--- src/rtl/rx_reply_arbiter.sv ---
// Two-requester arbiter that owns the RX buffer write path for one whole packet at a time.
// Optional idle-grant watchdog compiled in with `define RX_ARB_WATCHDOG_EN.
module rx_reply_arbiter #(
    parameter logic [15:0] TIMEOUT_CYCLES = 16'd1024
) (
    input  logic        txclk,
    input  logic        reset_n,
    input  logic [1:0]  req,
    input  logic [1:0]  wr,
    input  logic [15:0] data0,
    input  logic [15:0] data1,
    input  logic [1:0]  done,
    input  logic        rx_WR_enabled,
    output logic [1:0]  grant,
    output logic [1:0]  wr_enabled,
    output logic        rx_WR,
    output logic [15:0] rx_databus,
    output logic        rx_WR_done,
    output logic        timeout_flag,
    output logic [7:0]  debug
);

    localparam logic [1:0] IDLE = 2'd0;
    localparam logic [1:0] OWN0 = 2'd1;
    localparam logic [1:0] OWN1 = 2'd2;
    localparam logic [1:0] GAP  = 2'd3;

    logic [1:0]  state;
    logic [1:0]  state_nxt;
    logic        last;
    logic        last_nxt;
    logic        own;
    logic        idx;
    logic        wr_own;
    logic        done_own;
    logic        wdog_fire;
    logic        release_pkt;
    logic [15:0] word_own;

    // Strobes from the requester that does not own the path are masked here, so they never reach state.
    assign own         = (state == OWN0) || (state == OWN1);
    assign idx         = (state == OWN1);
    assign wr_own      = own & wr[idx];
    assign done_own    = own & done[idx];
    assign word_own    = idx ? data1 : data0;
    assign release_pkt = done_own | wdog_fire;

    assign grant      = {state == OWN1, state == OWN0};
    assign wr_enabled = grant & {2{rx_WR_enabled}};
    assign debug      = {state, grant, last, timeout_flag, rx_WR, rx_WR_enabled};

    always_comb begin
        // NOTE: every signal driven here gets a default first, so no path can infer a latch.
        state_nxt = state;
        last_nxt  = last;
        case (state)
            IDLE: begin
                case (req)
                    2'b01: begin
                        state_nxt = OWN0;
                        last_nxt  = 1'b0;
                    end
                    2'b10: begin
                        state_nxt = OWN1;
                        last_nxt  = 1'b1;
                    end
                    2'b11: begin
                        state_nxt = last ? OWN0 : OWN1;
                        last_nxt  = ~last;
                    end
                    default: ;
                endcase
            end
            OWN0, OWN1: if (release_pkt) state_nxt = GAP;
            GAP:        state_nxt = IDLE;
            default:    state_nxt = IDLE;
        endcase
    end

    always_ff @(posedge txclk or negedge reset_n) begin
        if (!reset_n) begin
            state      <= IDLE;
            last       <= 1'b1;
            rx_WR      <= 1'b0;
            rx_WR_done <= 1'b0;
            rx_databus <= 16'h0000;
        end else begin
            // NOTE: sequential state uses non-blocking assignments so every flop samples pre-edge values.
            state      <= state_nxt;
            last       <= last_nxt;
            rx_WR      <= wr_own;
            rx_WR_done <= release_pkt;
            if (wr_own) rx_databus <= word_own;
        end
    end

`ifdef RX_ARB_WATCHDOG_EN
    logic [15:0] wdog_cnt;
    logic        flag_q;

    // Fires on the TIMEOUT_CYCLES-th consecutive owned cycle without a word; done wins a tie.
    assign wdog_fire    = own & ~wr_own & ~done_own & (wdog_cnt == (TIMEOUT_CYCLES - 16'd1));
    assign timeout_flag = flag_q;

    always_ff @(posedge txclk or negedge reset_n) begin
        if (!reset_n) begin
            wdog_cnt <= 16'd0;
            flag_q   <= 1'b0;
        end else begin
            if (!own || wr_own) wdog_cnt <= 16'd0;
            else                wdog_cnt <= wdog_cnt + 16'd1;
            if (wdog_fire) flag_q <= 1'b1;
        end
    end
`else
    logic unused_timeout;

    assign wdog_fire      = 1'b0;
    assign timeout_flag   = 1'b0;
    assign unused_timeout = ^TIMEOUT_CYCLES;
`endif

endmodule
--- config.mk ---
export PLATFORM = sky130hd
export DESIGN_NAME = rx_reply_arbiter
export DESIGN_NICKNAME = d
export VERILOG_FILES = /design/src/rtl/rx_reply_arbiter.sv
export SDC_FILE = /design/constraint.sdc
export NUM_CORES = 1
export LEC_CHECK = 0
export BUFFER_PORTS_ARGS = -buffer_cell sky130_fd_sc_hd__buf_2
export CORE_MARGIN = 3
export CORE_UTILIZATION = 35
export DETAILED_ROUTE_END_ITERATION = 8
export GPL_TIMING_DRIVEN = 0
export PLACE_DENSITY = 0.66
export REMOVE_ABC_BUFFERS = 1
export SYNTH_ARGS = -nofsm -noshare
export SYNTH_HDL_FRONTEND = slang
export SYNTH_SLANG_ARGS = --single-unit
--- constraint.sdc ---
create_clock -name txclk -period 2.1 [get_ports txclk]
set_input_delay 0.21 -clock txclk [delete_from_list [all_inputs] [get_ports txclk]]
set_output_delay 0.21 -clock txclk [all_outputs]
set_load 0.01 [all_outputs]
==> results by group, run 1 <==
Detailed routing
  • Vias: 1062
  • DR vias/cell: 4.83
  • DRT Pass-1 Iters: 4
  • Final WL: 2.70 mm
  • Drt drc: 0
  • DR WL/cell: 12.3 µm
  • Final ANT Viol Nets: 0
  • DR iter-0 viols: 28

Yosys
  • Main combinational cell family by area after synthesis: compound AO/OA/AOI/OAI gates
  • Post-synthesis sequential area ratio: 0.427
  • Post-Synth Adder-Cell Area: 0.0609
  • Synth Area in Simple Gates: 0.0487
  • Register bit total from synthesis: 21
  • Distinct cells, synth: 22
  • XOR/XNOR share of the synthesized area: 0
  • Proportion of synthesized area in mux cells: 0.168
  • EDFF count, synth: 0
  • Avg Cell Area, Syn: 10.5 µm²
  • Synth Cell Area: 1230 µm²
  • Synth warn: 0
  • Synthesized instance count: 118
  • Compound-Gate Fraction of Synth Area: 0.171
  • Synth Flop Type: dfrtp_1
  • Ys async rst share: 1.00

Global route
  • Global-route wire length before repair: 4.24 mm
  • Antenna violations before repair: 0
  • All-Layer GR Usage: 0.128
  • Vias in the first global route: 960
  • GRT overflow: 0
  • Largest net degree at the start of global routing: 37

Critical path
  • Arr. time, crit path: 2.08 ns
  • Worst reg2reg path endpoint: state[1]
  • Worst R2R Path Depth: 4
  • Crit path max fanout: 36
  • Crit Path Category: flip-flop to flip-flop
  • CP Capture Type: flip-flop
  • Worst reg2reg setup slack: 0.22 ns
  • Req. time, crit path: 2.31 ns
  • Reg-to-Reg Start: state[1]
  • Crit start category: flip-flop

CTS
  • CTS Root Cell: clkbuf_4
  • CTS clk-pin slew, worst paths: 0.12 ns
  • Num Clock Sinks: 21
  • CTS tree: yes
  • H-tree depth: 1
  • Worst skew pair latency: 0.30 ns
  • Clock Tree Buf Depth: 2
  • Num CTS Buffers: 3

Placement
  • Inst Count DP: 215
  • Post-DP HPWL: 2.03 mm
  • Cell Area, Placed: 1510 µm²
  • PortBufs: 69
  • RePlAce Congestion: 0.784

Power
  • Internal Power: 1.31 mW
  • Total power per unit cell area: 1490 nW/µm²
  • Clock Power Share: 0.082
  • Worst VDD drop: 0.733 mV
  • Power share of the combinational group: 0.602
  • Sw Ratio: 0.440
  • Net Switching: 1.03 mW
  • Leakage power: 0.768 nW
  • Reg power frac: 0.315

Finish
  • Commonest non-fill, non-tap cell in the layout: buf_2
  • Design area: 1560 µm²
  • Area Overhead vs Synth: 26.8%
  • FILL cells: 329
  • Antenna Cells: 0
  • Commonest non-fill, non-tap cells in the layout: 69 x buf_2, 20 x dfrtp_1, 19 x a31oi_1
  • Finished Layout Cells: 220
  • Layout cells sized above 1: 0.466
  • Final core occ: 0.488
  • Net count, final: 224

Timing
  • Max frequency: 533 MHz
  • Layout Skew: 0.0140 ns
  • Slew headroom: 0.600
  • RSZ-0062 raised after global routing: false
  • Fin. Hold Viols: 0
  • Final Cycle Share: 0.893
  • WHS: 0.198 ns
  • Worst-Margin Slew: 0.600 ns
  • Max-slew violation count: 0
  • Fin crit period: 1.88 ns
  • Final setup vio count: 0
  • Final TNS setup: 0 ns

Floorplan
  • Die height: 65.4 µm
  • Initial Util: 0.385
  • Die Footprint: 4270 µm²
  • Core Box Area: 3200 µm²
  • Die Wd: 65.4 µm
  • Io pins: 72
  • Row cnt: 20

Worst hold path
  • Hold Path Origin: done[0]
  • Hold Crit Depth: 3
  • Hold Crit Class: input pin to flip-flop
  • Hold endpoint: rx_WR_done

Outcome
  • Status: finished clean

Job
  • Maxcap violations: 0
==> power groups by stage <==
stage               Combinational, mW  Sequential [mW]  Clock (mW)
floorplan                       0.845            0.837           0
global placement                 1.38            0.734           0
detailed placement               1.41            0.742           0
CTS                              1.41            0.736       0.202
global route                     1.55            0.766       0.217
finish                           1.41            0.736       0.192
==> cell usage after synthesis, types with 2 or more instances <==
| cell | instances | area [µm²] |
|---|---|---|
| a21oi_1 | 15 | 75.1 |
| a21oi_2 | 2 | 17.5 |
| a31oi_1 | 19 | 119 |
| and2_1 | 2 | 12.5 |
| buf_2 | 2 | 10.0 |
| buf_4 | 8 | 60.1 |
| buf_6 | 4 | 45.0 |
| clkbuf_1 | 3 | 11.3 |
| dfrtp_1 | 20 | 500 |
| ha_1 | 6 | 75.1 |
| inv_1 | 6 | 22.5 |
| mux2_2 | 2 | 22.5 |
| mux2i_1 | 17 | 170 |
| nand2_1 | 2 | 7.51 |
| nor2_1 | 2 | 7.51 |
| nor2b_1 | 2 | 12.5 |
==> area by class of cell <==
class                      count  area, µm²  area share
tap                           44       55.1      0.0352
clock inverter                 1       5.00     0.00320
sequential                    21        527       0.337
multi-input combinational     75        577       0.369
inverter                       6       22.5      0.0144
timing repair buffer          70        355       0.227
clock buffer                   3       22.5      0.0144
==> worst max-delay path, stage by stage (launching register included) <==
cell and delay (ns):
dfrtp_1 0.45, inv_1 0.09, ha_2 0.73, a21oi_1 0.19
mux2_2 0.31
==> flip-flops by register name (all words and copies together) (netlist names) <==
register	count
last	1
rx_WR	1
rx_WR_done	1
rx_databus	16
state	2
==> how the worst max path moves through the flow <==
stage | slack, ns | startpoint | to
2_1_floorplan | -0.15 | state[0] | state[0]
3_3_place_gp | -0.30 | state[0] | state[1]
3_5_place_dp | -0.37 | state[0] | state[1]
4_1_cts | 0.03 | state[0] | state[1]
5_1_grt | 0.11 | state[0] | rx_databus[0]
6_report | 0.22 | state[1] | state[1]
==> what timing repair did <==
item	CTS	global route
hold buffers	1	0
endpoints found under the hold margin	20	0
endpoints found under the setup margin	22	19
gates resized for setup	2	1
setup buffers	0	0
==> kinds of logic after synthesis <==
| logic type | after synthesis |
|---|---|
| multiplexers | 20 |
| adder cells (fa/ha/maj) | 6 |
| buffers and inverters | 23 |
| other | 1 |
| flip-flops | 21 |
| AO/OA/AOI/OAI | 36 |
| AND/OR/NAND/NOR | 11 |
==> layer usage <==
metal / track usage / wire [µm] / up-vias
li1: - / - / 526
met1: 0.150 / 1120 / 475
met5: 0 / 0 / -
met3: 0.0462 / 307 / 2
met4: 0.0233 / 17 / 0
met2: 0.226 / 1250 / 59
==> per-stage QoR <==
stage / power (mW) / worst slack (ns)
final: 2.33 / 0.225
after global routing: 2.53 / 0.107
after CTS: 2.35 / 0.0336
after detailed placement: 2.15 / -0.368
after global placement: 2.11 / -0.300
after floorplan: 1.68 / -0.154
(Power assumes the default switching activity.)
==> inputs of run 2 (changes only) <==
--- a/config.mk
+++ b/config.mk
@@ -8,6 +8,7 @@
 export BUFFER_PORTS_ARGS = -buffer_cell sky130_fd_sc_hd__buf_2
 export CORE_MARGIN = 3
 export CORE_UTILIZATION = 35
+export CTS_BUF_LIST = sky130_fd_sc_hd__clkbuf_8
 export DETAILED_ROUTE_END_ITERATION = 8
 export GPL_TIMING_DRIVEN = 0
 export PLACE_DENSITY = 0.66
==> run 2 against run 1 <==
  * Sequential share of layout area decreased by 0.40 points
  * Clock power increased by 35%
  * Fmax increased by 0.62%
  * Critical path type unchanged
  * Via count decreased by 2.1%
  * Register-to-register slack about the same
  * Highest routed layer unchanged
  * Power increased by 2.8%
  * Cell count unchanged
  * Sequential cell count unchanged
  * Non-clock buffer count unchanged
==> results by group, run 2 (synthesized netlist as in run 1, its figures left out) <==
Global route
  • Largest net degree at the start of global routing: 37 (unchanged)
  • Vias in the first global route: 966 (+0.63%)
  • Antenna violations before repair: 0 (unchanged)
  • GRT overflow: 0 (unchanged)
  • All-Layer GR Usage: 0.129 (+0.000724)
  • Global-route wire length before repair: 4.26 mm (+0.33%)

Timing
  • Slew headroom: 0.604 (+0.00412)
  • Layout Skew: 0.00702 ns (-0.00695 ns)
  • Worst-Margin Slew: 0.594 ns (-0.00618 ns)
  • RSZ-0062 raised after global routing: false
  • Final Cycle Share: 0.888 (-0.00552)
  • Max-slew violation count: 0 (unchanged)
  • Final setup vio count: 0 (unchanged)
  • Fin crit period: 1.86 ns (-0.0116 ns)
  • Fin. Hold Viols: 0 (unchanged)
  • Max frequency: 537 MHz (+0.62%)

Critical path
  • CP Capture Type: flip-flop
  • Crit start category: flip-flop
  • Crit Path Category: flip-flop to flip-flop
  • Req. time, crit path: 2.25 ns (-0.06 ns)
  • Crit path max fanout: 36 (unchanged)
  • Arr. time, crit path: 2.01 ns (-0.07 ns)

Finish
  • Max reg flops: 16 (unchanged)
  • Area Overhead vs Synth: 28.3%
  • Layout cells sized above 1: 0.466 (unchanged)
  • Net count, final: 224 (unchanged)
  • Biggest register: rx_databus
  • Design area: 1580 µm² (+1.2%)
  • Antenna Cells: 0 (unchanged)
  • Commonest non-fill, non-tap cells in the layout: 69 x buf_2, 20 x dfrtp_1, 19 x a31oi_1
  • Finished Layout Cells: 220 (unchanged)
  • Commonest non-fill, non-tap cell in the layout: buf_2
  • Leading registers by flop count: rx_databus x16, state x2

CTS
  • H-tree depth: 1 (unchanged)
  • CTS tree: yes
  • Num CTS Buffers: 3 (unchanged)
  • Worst skew pair latency: 0.26 ns (-0.04 ns)
  • CTS Root Cell: clkbuf_8
  • CTS clk-pin slew, worst paths: 0.08 ns (-0.04 ns)
  • Setup Fix Bufs, Post-CTS: 0 (unchanged)
  • Clock Tree Buf Depth: 2 (unchanged)
  • Num Clock Sinks: 21 (unchanged)

Outcome
  • Status: finished clean

Detailed routing
  • DR WL/cell: 12.3 µm (-0.15%)
  • Final WL: 2.70 mm (-0.15%)
  • Final ANT Viol Nets: 0 (unchanged)
  • DRT Pass-1 Iters: 4 (unchanged)
  • Drt drc: 0 (unchanged)
  • DR vias/cell: 4.73 (-2.1%)
  • DR iter-0 viols: 34 (+21%)
  • Vias: 1040 (-2.1%)

Floorplan
  • Initial Util: 0.385 (unchanged)
  • Row cnt: 20 (unchanged)
  • Die height: 65.4 µm (unchanged)
  • Die Footprint: 4270 µm² (unchanged)
  • Die Wd: 65.4 µm (unchanged)
  • Core Box Area: 3200 µm² (unchanged)
  • Io pins: 72 (unchanged)

Placement
  • Cell Area, Placed: 1510 µm² (unchanged)
  • Inst Count DP: 215 (unchanged)
  • Post-DP HPWL: 2.03 mm (unchanged)
  • RePlAce Congestion: 0.784 (unchanged)
  • PortBufs: 69 (unchanged)

Power
  • Total power per unit cell area: 1520 nW/µm² (+1.6%)
  • Sw Ratio: 0.429 (-0.0110)
  • Worst VDD drop: 0.731 mV (-0.32%)
  • Internal Power: 1.37 mW (+4.8%)
  • Clock Power Share: 0.108 (+0.026)
  • Net Switching: 1.03 mW (+0.21%)
  • Tot Pwr: 2.40 mW (+2.8%)
  • Leakage power: 0.776 nW (+1.0%)
  • Power share of the combinational group: 0.585 (-0.017)
  • Reg power frac: 0.307 (-0.008)

Worst hold path
  • Hold Crit Class: input pin to flip-flop

Job
  • Maxcap violations: 0 (unchanged)
[run 2: metrics by stage]
| stage | setup WS [ns] | TNS (ns) | hold WS [ns] | util |
|---|---|---|---|---|
| floorplan | -0.154 | -1.97 | -0.0856 | - |
| global placement | -0.300 | -4.66 | 0.191 | 0.472 |
| detailed placement | -0.368 | -5.75 | 0.204 | 0.472 |
| CTS | 0.0398 | 0 | 0.236 | 0.491 |
| global route | 0.123 | 0 | 0.269 | 0.494 |
| finish | 0.236 | 0 | 0.243 | 0.494 |
[run 2: layer usage]
metal | track usage | share of wire | up-vias | wire length [µm]
li1 | - | - | 526 | -
met1 | 0.150 | 0.41 | 455 | 1110
met2 | 0.225 | 0.47 | 57 | 1260
met3 | 0.0410 | 0.11 | 2 | 304
met4 | 0.0389 | 0.0063 | 0 | 17
met5 | 0 | 0 | - | 0
[run 2: layout make-up]
cell class / count / area (µm²)
inverters: 6 / 22.5
well taps: 44 / 55.1
multi-input cells: 75 / 577
repair buffers: 70 / 355
clock buffers: 3 / 41.3
flip-flops and latches: 21 / 527
clock inverters: 1 / 5.00
fillers: 324 / 1620
[run 2: what timing repair did]
action                                  in CTS  in global routing
pin swaps                                    0                  0
gates cloned                                 0                  0
endpoints found under the setup margin      22                 18
hold buffers                                 1                  0
hold endpoints to repair                    20                  0
gates resized for setup                      2                  1
[run 2: power by group through the flow]
stage / Sequential, mW / Combinational (mW) / Clock [mW]
2_1_floorplan: 0.837 / 0.845 / 0
3_3_place_gp: 0.734 / 1.38 / 0
3_5_place_dp: 0.742 / 1.41 / 0
4_1_cts: 0.737 / 1.41 / 0.274
5_1_grt: 0.768 / 1.55 / 0.286
6_report: 0.737 / 1.40 / 0.259
[run 2: final timing paths]
kind,start,end,slack (ns),depth (start not counted)
worst min register to register,last,last,0.52,2
worst max register to register,state[1],state[1],0.24,4
worst min-delay path,done[0],rx_WR_done,0.24,3
min in group asynchronous,reset_n,state[0],0.43,2
max in group asynchronous,reset_n,last,1.33,2
worst max-delay path,state[1],state[1],0.24,4
[run 2: critical path: stages (launching register included)]
cell and delay, ns:
dfrtp_1 0.44, inv_1 0.09, ha_2 0.73, a21oi_1 0.19, mux2_2 0.31
